===== src/rtl/tlc_pkg.sv =====
// Shared definitions for the two-road traffic intersection controller.
// Contents: phase encoding (legacy constants plus phase_e), light encodings,
// the light bundle payload and a two-digit binary-to-BCD helper.
package tlc_pkg;

   // Phase codes kept as plain constants so legacy LED decoding stays stable
   localparam logic [2:0] ST_MAIN_GREEN  = 3'd0;
   localparam logic [2:0] ST_MAIN_YELLOW = 3'd1;
   localparam logic [2:0] ST_ALL_RED_A   = 3'd2;
   localparam logic [2:0] ST_SIDE_GREEN  = 3'd3;
   localparam logic [2:0] ST_SIDE_YELLOW = 3'd4;
   localparam logic [2:0] ST_ALL_RED_B   = 3'd5;
   localparam logic [2:0] ST_FLASH       = 3'd6;

   typedef enum logic [2:0] {
      PH_MAIN_GREEN  = ST_MAIN_GREEN,
      PH_MAIN_YELLOW = ST_MAIN_YELLOW,
      PH_ALL_RED_A   = ST_ALL_RED_A,
      PH_SIDE_GREEN  = ST_SIDE_GREEN,
      PH_SIDE_YELLOW = ST_SIDE_YELLOW,
      PH_ALL_RED_B   = ST_ALL_RED_B,
      PH_FLASH       = ST_FLASH
   } phase_e;

   // Lamp encoding {G,Y,R}
   localparam logic [2:0] LIGHT_GREEN  = 3'b100;
   localparam logic [2:0] LIGHT_YELLOW = 3'b010;
   localparam logic [2:0] LIGHT_RED    = 3'b001;
   localparam logic [2:0] LIGHT_DARK   = 3'b000;

   localparam int unsigned REM_W = 7;

   // Everything the lamp drivers need in one registered bundle
   typedef struct packed {
      logic [2:0] main;
      logic [2:0] side;
      logic       walk;
   } lights_t;

   // Binary 0..99 to {tens,units} BCD
   function automatic logic [7:0] bcd_2digit(input logic [REM_W-1:0] v);
      return {4'(v / 7'd10), 4'(v % 7'd10)};
   endfunction

endpackage


===== src/rtl/tick_gen.sv =====
// Free-running prescaler producing a one-clk tick enable every TICK_DIV cycles.
// Ports: clk, rst (sync, active-high), tick_o (registered, high while the
// count sits at TICK_DIV-1; first occurrence TICK_DIV cycles after reset).
module tick_gen #(
   parameter int unsigned TICK_DIV = 125_000_000
) (
   input  logic clk,
   input  logic rst,
   output logic tick_o
);

   localparam int unsigned CW = (TICK_DIV < 2) ? 1 : $clog2(TICK_DIV);
   localparam logic [CW-1:0] LAST = CW'(TICK_DIV - 1);

   logic [CW-1:0] cnt_q, cnt_d;
   logic          tick_q, tick_d;

   // Wrap counter; tick is registered alongside so it tracks cnt_q == LAST
   always_comb begin
      cnt_d  = (cnt_q == LAST) ? '0 : cnt_q + CW'(1);
      tick_d = (cnt_d == LAST);
   end

   always_ff @(posedge clk) begin
      if (rst) begin
         cnt_q  <= '0;
         tick_q <= 1'b0;
      end else begin
         cnt_q  <= cnt_d;
         tick_q <= tick_d;
      end
   end

   assign tick_o = tick_q;

endmodule


===== src/rtl/traffic_intersection_ctrl.sv =====
// Two-road intersection controller: main/side lights, pedestrian walk with a
// latched request that can shorten main green, all-red clearances, and a
// maintenance flash mode. Timing is in ticks from an internal prescaler.
// Ports:
//   clk, rst          clock, synchronous active-high reset
//   ped_req_i         pedestrian button (level or pulse)
//   flash_mode_i      maintenance flash request (level)
//   main_light_o      main-road lamps {G,Y,R}
//   side_light_o      side-road lamps {G,Y,R}
//   walk_light_o      walk permitted across main road
//   ped_wait_o        pedestrian request pending
//   countdown_bcd_o   remaining ticks of phase, {tens,units}; 0 in flash
//   phase_o           current phase code
//   tick_o            one-clk tick pulse
module traffic_intersection_ctrl
   import tlc_pkg::*;
#(
   parameter int unsigned TICK_DIV     = 125_000_000,
   parameter int unsigned T_MAIN_GREEN = 30,
   parameter int unsigned T_MIN_GREEN  = 10,
   parameter int unsigned T_SIDE_GREEN = 20,
   parameter int unsigned T_YELLOW     = 3,
   parameter int unsigned T_ALL_RED    = 1
) (
   input  logic       clk,
   input  logic       rst,
   input  logic       ped_req_i,
   input  logic       flash_mode_i,
   output logic [2:0] main_light_o,
   output logic [2:0] side_light_o,
   output logic       walk_light_o,
   output logic       ped_wait_o,
   output logic [7:0] countdown_bcd_o,
   output logic [2:0] phase_o,
   output logic       tick_o
);

   // Parameter sanity at elaboration
   if (TICK_DIV < 2) begin : g_bad_div
      $error("TICK_DIV must be >= 2");
   end
   if (T_MAIN_GREEN < 1 || T_MAIN_GREEN > 99) begin : g_bad_main
      $error("T_MAIN_GREEN out of range 1..99");
   end
   if (T_MIN_GREEN < 1 || T_MIN_GREEN > T_MAIN_GREEN) begin : g_bad_min
      $error("T_MIN_GREEN out of range 1..T_MAIN_GREEN");
   end
   if (T_SIDE_GREEN < 1 || T_SIDE_GREEN > 99) begin : g_bad_side
      $error("T_SIDE_GREEN out of range 1..99");
   end
   if (T_YELLOW < 1 || T_YELLOW > 99) begin : g_bad_yel
      $error("T_YELLOW out of range 1..99");
   end
   if (T_ALL_RED < 1 || T_ALL_RED > 99) begin : g_bad_red
      $error("T_ALL_RED out of range 1..99");
   end

   localparam logic [REM_W-1:0] D_MAIN_GREEN = REM_W'(T_MAIN_GREEN);
   localparam logic [REM_W-1:0] D_SIDE_GREEN = REM_W'(T_SIDE_GREEN);
   localparam logic [REM_W-1:0] D_YELLOW     = REM_W'(T_YELLOW);
   localparam logic [REM_W-1:0] D_ALL_RED    = REM_W'(T_ALL_RED);
   // A cut is taken on the tick that completes T_MIN_GREEN ticks of green
   localparam logic [REM_W-1:0] CUT_AT       = REM_W'(T_MAIN_GREEN - T_MIN_GREEN + 1);

   phase_e            state_q, state_d;
   logic [REM_W-1:0]  rem_q, rem_d;
   logic              ped_q, ped_d;
   logic              tog_q, tog_d;
   lights_t           lt_q, lt_d;
   logic [7:0]        cd_q, cd_d;
   logic              tick;
   logic              cut;
   phase_e            nxt;

   tick_gen #(
      .TICK_DIV (TICK_DIV)
   ) u_tick_gen (
      .clk    (clk),
      .rst    (rst),
      .tick_o (tick)
   );

   // Normal phase order
   function automatic phase_e next_phase(input phase_e s);
      case (s)
         PH_MAIN_GREEN:  return PH_MAIN_YELLOW;
         PH_MAIN_YELLOW: return PH_ALL_RED_A;
         PH_ALL_RED_A:   return PH_SIDE_GREEN;
         PH_SIDE_GREEN:  return PH_SIDE_YELLOW;
         PH_SIDE_YELLOW: return PH_ALL_RED_B;
         default:        return PH_MAIN_GREEN;
      endcase
   endfunction

   // Tick count loaded on entry to each phase
   function automatic logic [REM_W-1:0] duration(input phase_e s);
      case (s)
         PH_MAIN_GREEN:  return D_MAIN_GREEN;
         PH_MAIN_YELLOW: return D_YELLOW;
         PH_ALL_RED_A:   return D_ALL_RED;
         PH_SIDE_GREEN:  return D_SIDE_GREEN;
         PH_SIDE_YELLOW: return D_YELLOW;
         PH_ALL_RED_B:   return D_ALL_RED;
         default:        return '0;
      endcase
   endfunction

   // Lamp decode of a phase; in flash the toggle selects yellow or dark
   function automatic lights_t lights_of(input phase_e s, input logic tog);
      lights_t l;
      l = '{main: LIGHT_RED, side: LIGHT_RED, walk: 1'b0};
      case (s)
         PH_MAIN_GREEN:  l.main = LIGHT_GREEN;
         PH_MAIN_YELLOW: l.main = LIGHT_YELLOW;
         PH_SIDE_GREEN:  begin
            l.side = LIGHT_GREEN;
            l.walk = 1'b1;
         end
         PH_SIDE_YELLOW: l.side = LIGHT_YELLOW;
         PH_FLASH:       begin
            l.main = tog ? LIGHT_YELLOW : LIGHT_DARK;
            l.side = tog ? LIGHT_YELLOW : LIGHT_DARK;
         end
         default:        ;
      endcase
      return l;
   endfunction

   // Next-state, counter, pedestrian latch and flash toggle
   always_comb begin
      state_d = state_q;
      rem_d   = rem_q;
      ped_d   = ped_q;
      tog_d   = tog_q;
      nxt     = next_phase(state_q);
      cut     = (state_q == PH_MAIN_GREEN) && ped_q && (rem_q <= CUT_AT);

      if (flash_mode_i) begin
         state_d = PH_FLASH;
         rem_d   = '0;
      end else if (state_q == PH_FLASH) begin
         state_d = PH_ALL_RED_B;
         rem_d   = D_ALL_RED;
      end else if (tick) begin
         if (rem_q == REM_W'(1) || cut) begin
            state_d = nxt;
            rem_d   = duration(nxt);
         end else begin
            rem_d = rem_q - REM_W'(1);
         end
      end

      // Walk is already running in side green, so requests there are dropped
      if (ped_req_i && state_q != PH_SIDE_GREEN && state_q != PH_FLASH) begin
         ped_d = 1'b1;
      end
      if (state_d != state_q &&
          (state_d == PH_SIDE_GREEN || state_d == PH_FLASH)) begin
         ped_d = 1'b0;
      end

      // Held low outside flash so every flash entry starts dark
      if (state_q != PH_FLASH) begin
         tog_d = 1'b0;
      end else if (tick) begin
         tog_d = ~tog_q;
      end

      lt_d = lights_of(state_d, tog_d);
      cd_d = bcd_2digit(rem_d);
   end

   always_ff @(posedge clk) begin
      if (rst) begin
         state_q <= PH_ALL_RED_B;
         rem_q   <= D_ALL_RED;
         ped_q   <= 1'b0;
         tog_q   <= 1'b0;
         lt_q    <= '{main: LIGHT_RED, side: LIGHT_RED, walk: 1'b0};
         cd_q    <= bcd_2digit(D_ALL_RED);
      end else begin
         state_q <= state_d;
         rem_q   <= rem_d;
         ped_q   <= ped_d;
         tog_q   <= tog_d;
         lt_q    <= lt_d;
         cd_q    <= cd_d;
      end
   end

   assign main_light_o    = lt_q.main;
   assign side_light_o    = lt_q.side;
   assign walk_light_o    = lt_q.walk;
   assign ped_wait_o      = ped_q;
   assign countdown_bcd_o = cd_q;
   assign phase_o         = state_q;
   assign tick_o          = tick;

endmodule


===== config.mk =====
export PLATFORM = sky130hd
export DESIGN_NAME = traffic_intersection_ctrl
export DESIGN_NICKNAME = d
export VERILOG_FILES = /design/src/rtl/tlc_pkg.sv /design/src/rtl/tick_gen.sv /design/src/rtl/traffic_intersection_ctrl.sv
export SDC_FILE = /design/constraint.sdc
export NUM_CORES = 1
export LEC_CHECK = 0
export ABC_AREA = 1
export BUFFER_PORTS_ARGS = -buffer_cell sky130_fd_sc_hd__buf_2
export CAP_MARGIN = 10
export CORE_ASPECT_RATIO = 1.5
export CORE_MARGIN = 5
export CORE_UTILIZATION = 60
export CTS_CLUSTER_SIZE = 8
export DETAILED_ROUTE_END_ITERATION = 10
export PLACE_DENSITY = 0.8
export SLEW_MARGIN = 10
export SYNTH_ARGS = -nofsm -noshare
export SYNTH_HDL_FRONTEND = slang
export SYNTH_SLANG_ARGS = --single-unit
export TNS_END_PERCENT = 20

===== constraint.sdc =====
create_clock -name clk -period 3 [get_ports clk]
set_input_delay 0.6 -clock clk [delete_from_list [all_inputs] [get_ports clk]]
set_output_delay 0.6 -clock clk [all_outputs]
set_load 0.02 [all_outputs]

Word level (Yosys, flattened, before mapping)
Cells that the tools add are included.

word-level totals
  register bits = 55
  logic and storage cells = 66
  input port bits = 4
  output and inout port bits = 20

operators by class
  reduce and logical (&&, ||, !) cells = 13
  add/subtract/negate cells = 2
  equal/unequal tests = 20
  order comparisons = 1
  divide/modulo/power cells = 2
  muxes and demuxes = 17
  bitwise logic cells = 1

operators with widths
  operator                                                                           count
  27-bit == test (second input constant)                                             2
  7-bit 2-to-1 mux                                                                   4
  27-bit by 1-bit adder with 27-bit output (second input constant)                   1
  27-bit 2-to-1 mux                                                                  1
  5-bit case mux with 4 select lines                                                 1
  3-bit == test (second input constant)                                              6
  3-bit case mux with 3 select lines                                                 2
  3-bit by 2-bit == test with 1-bit output (second input constant)                   5
  3-bit case mux with 5 select lines                                                 1
  3-bit 2-to-1 mux                                                                   4
  3-bit by 1-bit == test with 1-bit output (second input constant)                   3
  3-bit zero test                                                                    3
  7-bit by 4-bit divider with 7-bit output (second input constant)                   1
  7-bit by 1-bit == test with 1-bit output (second input constant)                   1
  7-bit by 5-bit less-or-equal comparator with 1-bit output (second input constant)  1
  7-bit by 4-bit modulo with 7-bit output (second input constant)                    1
  7-bit by 1-bit subtractor with 7-bit output (second input constant)                1
  2-bit OR reduction                                                                 3
  1-bit logical AND                                                                  5
  1-bit 2-to-1 mux                                                                   3
  3-bit by 2-bit != test with 1-bit output (second input constant)                   1
  3-bit != test                                                                      1
  3-bit != test (second input constant)                                              1
  1-bit logical OR                                                                   2
  other kinds (2)                                                                    2

Longest topological paths before layout
  depth in word-level cells = 12
  mapped depth = 29
  gate-level depth less buffers = 29

By module
A second synthesis with hierarchy kept.

second synthesis, totals
  cell total of the unflattened synthesis = 509
  area total of the unflattened synthesis = 3323.2 um2

modules (own cells, without submodules)
  module                     cells an instance  area each (um2)  times used  sequential area each (um2)
  tick_gen                   283                1744.2           1           560.5
  traffic_intersection_ctrl  226                1579.0           1           520.5

Least setup slack after synthesis
Ideal clock, no wire load.

  kind = register -> register
  start = reg state_q[0] (netlist: phase_o[0])
  end = reg cd_q[1] (netlist: countdown_bcd_o[1])
  cell stages (with the launch flop) = 27
  data arrival time = 2.572 ns
  path buffers = 0
  slack = 0.318 ns
  required time = 2.890 ns
  library setup time = 0.110 ns
  period minus slack after synthesis = 2.682 ns
  path through = dfxtp_1 -> nor2_2 -> nand2_2 -> inv_4 -> nor2_8 -> o21ai_2 -> inv_2 -> nand2_4 -> nand2_2 -> nand3_2 -> nand2_4 -> nand2_2 -> nand2_4 -> nand2_2 -> nand2_1 -> nand2_2 -> nand2_2 -> nand3_1 -> nand2_1 -> inv_1 -> ha_1 -> inv_1 -> nand3_2 -> nand3_2 -> nand2_1 -> inv_1 -> nor2_1

on the way
  cells in the longest elaborated chain, start to end = 10
  elaborated cells on any way between the ends = 24
  classes of those cells = 1 x div; 10 x eq/ne; 6 x mux; 7 x reduce/logical

RTL lines
  what                                       RTL line                          text
  start: declaration                         traffic_intersection_ctrl.sv:65   phase_e state_q, state_d;
  start signal: assignment                   traffic_intersection_ctrl.sv:182  state_q <= state_d;
  3-bit == test (tied with other cells)      traffic_intersection_ctrl.sv:85   case (s)
  3-bit case mux with 5 select lines         traffic_intersection_ctrl.sv:85
  3-bit == test (tied with other cells)      traffic_intersection_ctrl.sv:97   case (s)
  2-bit OR reduction (no line)               n/a
  5-bit case mux with 4 select lines         traffic_intersection_ctrl.sv:97
  7-bit 2-to-1 mux                           traffic_intersection_ctrl.sv:145  if (rem_q == REM_W'(1) || cut) begin
  7-bit 2-to-1 mux                           traffic_intersection_ctrl.sv:144  end else if (tick) begin
  7-bit 2-to-1 mux *                         traffic_intersection_ctrl.sv:141  end else if (state_q == PH_FLASH) begin
  7-bit 2-to-1 mux *                         traffic_intersection_ctrl.sv:138  if (flash_mode_i) begin
  7-bit by 4-bit modulo with 7-bit output *  tlc_pkg.sv:42                     return {4'(v / 7'd10), 4'(v % 7'd10)};
  end signal: assignment                     traffic_intersection_ctrl.sv:180  cd_q <= bcd_2digit(D_ALL_RED);
  end: declaration                           traffic_intersection_ctrl.sv:70   logic [7:0] cd_q, cd_d;

Every way passes the cells marked *; elsewhere a longest branch is shown, timed or not.
A chain may end at the register's enable or synchronous reset.

Final worst setup path
  start = reg rem_q[1]
  end = reg cd_q[1] (netlist: countdown_bcd_o[1])

on the way
  cells in the longest elaborated chain, start to end = 8
  elaborated cells on any way between the ends = 10
  classes of those cells = 1 x add/sub; 1 x div; 1 x order compare; 1 x eq/ne; 4 x mux; 2 x reduce/logical

RTL lines
  what                                                       RTL line                          text
  start: declaration                                         traffic_intersection_ctrl.sv:66   logic [REM_W-1:0] rem_q, rem_d;
  start signal: assignment                                   traffic_intersection_ctrl.sv:183  rem_q <= rem_d;
  7-bit by 5-bit less-or-equal comparator with 1-bit output  traffic_intersection_ctrl.sv:136  cut = (state_q == PH_MAIN_GREEN) && ped_q && (rem_q <= CUT_AT);
  1-bit logical AND                                          traffic_intersection_ctrl.sv:136
  1-bit logical OR                                           traffic_intersection_ctrl.sv:145
  7-bit 2-to-1 mux                                           traffic_intersection_ctrl.sv:145
  7-bit 2-to-1 mux *                                         traffic_intersection_ctrl.sv:144
  7-bit 2-to-1 mux *                                         traffic_intersection_ctrl.sv:141
  7-bit 2-to-1 mux *                                         traffic_intersection_ctrl.sv:138
  7-bit by 4-bit modulo with 7-bit output *                  tlc_pkg.sv:42

Marks and branches as above.

==> results.md <==
- DIE AREA: ~0.007 sq mm
- Avg Cell Area, Syn: slightly below 7 sq um
- NumNets Final: 510
- GPL Wtd Cong: 0.987
- Met3 Wirelength: around 200 microns
- Worst path slowest cell: dfxtp_2
- Fmax: 349 MHz
- Max-slew headroom: 0.663
- Final hold slack: 0.480 ns
- Core ar.: 0.00520 sq mm
- Final hold vios: 0
- Clk_lat worst skew: around 0.31 ns
- Unrepaired setup endpoints after global routing: true
- Post-synth EDFFs: 0
- Met2 WL post-DR: between 4000 and 5000 microns
- CP bufs+invs: 7
- CTS root buf: clkbuf_8
- Initial antenna violation count: 0
- Clk sinks: 54
- Max incr delay on CP: 0.35 ns
- Data arrival, critical path: 3.07 ns
- Initial DRC Count: approximately 150
- Seq/Total Area, Yosys: 0.335
- Grt total ovfl: 0
- Synth Flop Type: dfxtp_1
- Vias in the first global route: 2908
- Cell taking the most area after synthesis: dfxtp_1
- IO Count: 24
- Clock buffer depth: 2
- Row count: 32
- Setup CP Type: flip-flop to flip-flop
- Port Buffers: 23
- Detailed Place HPWL: 5720 microns
- Count of final setup violators: 0
- Synth Cell Area: 0.00323 sq mm
- Worst-path clk slew: 0.10 ns
- H-tree depth: 2
- VDD IR max: 228 uV
- Max_cap viols: 0
- Count leader, synth: nand2_1
- CP max FO: 5
- Post-synth top cells: nand2_1, nor2_1, inv_1, dfxtp_1, nand3_1
- CP most frequent cell: nand3_2
- LEAKAGE: 1.63 nW
- Yosys warns: 0
- Num CTS Buffers: 5
- Vias/cell: 5.37
- DRT Wirelength: 7660 microns
- Register bit total from synthesis: 54
- First-pass GRT wire length: 12100 microns
- Post-route ant nets: 0
- Initial core utilization: 0.620
- Ys async rst share: 0
- Status: complete, no violations
- Post-synthesis cell type count: 45
- Ant diodes: 0
- CP top delay family: simple AND/OR/NAND/NOR gates
- Area grow syn2layout: 14.6%
- Synthesized Nets: 472
- Worst-path cell chain: inv_4, ha_4, nor2_1, a21oi_2, nand2_4, inv_6, nand2_8, nand3b_4, inv_4, a21oi_2, nand3_1, nand2_2, inv_2, nand4_1, nand3_2, nand2_1, inv_2, ha_2, inv_1, nand3_2, nand3_2, nand2_1, inv_1, nor2_1
- TNS Setup: 0 ns
- Total number of vias: 3067
- Crit start category: flip-flop
- Slew Viols, Final: 0
- Power Density: 357 mW/mm^2
- Period minus WS final: 2.86 ns
- Cts hold-fix bufs: 0
- CTS tree: built
- Slew @ Worst Pin: 0.503 ns
- Post-Synthesis Cells: 464
- Top sig layer: met4
- Chip width: 69.9 microns
- GRT Overall Usage: 0.211
- Share of cells above drive strength 1: 0.235
- Clock skew: 0.00876 ns
- Hold Crit Class: flip-flop to flip-flop
- Final Cycle Share: 0.955
- Largest net degree at the start of global routing: 35
- Met1 Wirelength: 2890 microns
- CP required: 3.21 ns
- Ranking of synthesized cells by area: dfxtp_1, nand2_1, nor2_1, inv_1, nand3_1
- Initial DRT Pass Iterations: 4
- CP endpoint kind: flip-flop
- DRC Markers: 0
- DR WL/cell: 13.4 microns
- Post-synth top area share: 0.335
- Die Ht: 99.8 microns
-- per-layer routing --
layer,vias up,track usage
li1,1570,-
met1,1424,0.198
met2,51,0.430
met4,0,0.105
met5,-,0
met3,22,0.0311
-- cells in the final DEF (no fill, tap or decap), types with 7 or more instances in the layout --
master / n
a21oi_1: 9
nand4_1: 16
nand3_1: 21
nor3_1: 13
nand2_1: 81
inv_1: 57
buf_2: 23
inv_2: 9
nand3_2: 9
nand2_2: 7
nor2_1: 80
nand2_4: 11
nor4_1: 12
dfxtp_1: 52
xor2_1: 12
o21ai_0: 11
buf_4: 16
-- report_power, final --
| part | switching (mW) | internal [mW] | total (mW) | leakage, nW |
|---|---|---|---|---|
| Clock | 0.238 | 0.248 | 0.486 | 0.0504 |
| Combinational | 0.0649 | 0.0327 | 0.0976 | 1.14 |
| Sequential | 0.0106 | 0.726 | 0.737 | 0.438 |
-- worst paths after layout --
path,start,end,slack (ns),cells past startpoint
hold / removal,u_tick_gen.cnt_q[0]$_SDFF_PP0_,u_tick_gen.cnt_q[0]$_SDFF_PP0_,0.48,1
hold reg to reg,u_tick_gen.cnt_q[0]$_SDFF_PP0_,u_tick_gen.cnt_q[0]$_SDFF_PP0_,0.48,1
setup / recovery,rem_q[1]$_SDFF_PP0_,countdown_bcd_o[1]$_SDFF_PP0_,0.14,24
setup reg to reg,rem_q[1]$_SDFF_PP0_,countdown_bcd_o[1]$_SDFF_PP0_,0.14,24
-- worst reg2reg max path, cell delays in order, from the launching register on --
cell and delay, ns:
dfxtp_2 0.35, inv_4 0.07, ha_4 0.12, nor2_1 0.05, a21oi_2 0.22, nand2_4 0.11, inv_6 0.10, nand2_8 0.07
nand3b_4 0.12, inv_4 0.06, a21oi_2 0.22, nand3_1 0.15, nand2_2 0.14, inv_2 0.08, nand4_1 0.11, nand3_2 0.09
nand2_1 0.09, inv_2 0.04, ha_2 0.17, inv_1 0.06, nand3_2 0.09, nand3_2 0.10, nand2_1 0.05, inv_1 0.06
nor2_1 0.04
-- flip-flops by register name, indices dropped and copies added (netlist names) --
signal,count
main_light_o,3
ped_wait_o,1
tog_q,1
u_tick_gen.tick_o,1
rem_q,7
walk_light_o,1
side_light_o,3
u_tick_gen.cnt_q,27
countdown_bcd_o,7
phase_o,3
-- per-stage QoR --
step	util	instance area [sq um]	power, mW	setup slack (ns)	instances
global route	0.711	3700	1.38	-0.0944	571
finish	0.711	3700	1.32	0.135	571
global placement	0.661	3440	0.847	0.176	554
CTS	0.683	3560	1.33	0.0512	562
floorplan	-	3230	0.824	0.318	464
detailed placement	0.661	3440	0.849	0.0839	554
-- final cells by class --
class / instances / area (sq um)
Clock buffer: 5 / 68.8
Clock inverter: 3 / 45.0
Fill cell: 446 / 1510
Inverter: 72 / 283
Multi-Input combinational cell: 330 / 1900
Sequential cell: 54 / 1090
Tap cell: 68 / 85.1
Timing Repair Buffer: 39 / 235
-- repair_timing --
item	4_1_cts	5_1_grt
setup endpoints to repair	0	5
buffers inserted	0	9
gates resized for setup	0	21
-- cell families after synthesis --
group	after synthesis	share of synthesized area
simple gates	271	0.428
buf+inv	80	0.0985
flops	54	0.335
compound gates	39	0.0791
xor+xnor	16	0.0434
fa+ha+maj	4	0.0155
(Power assumes the default switching activity.)
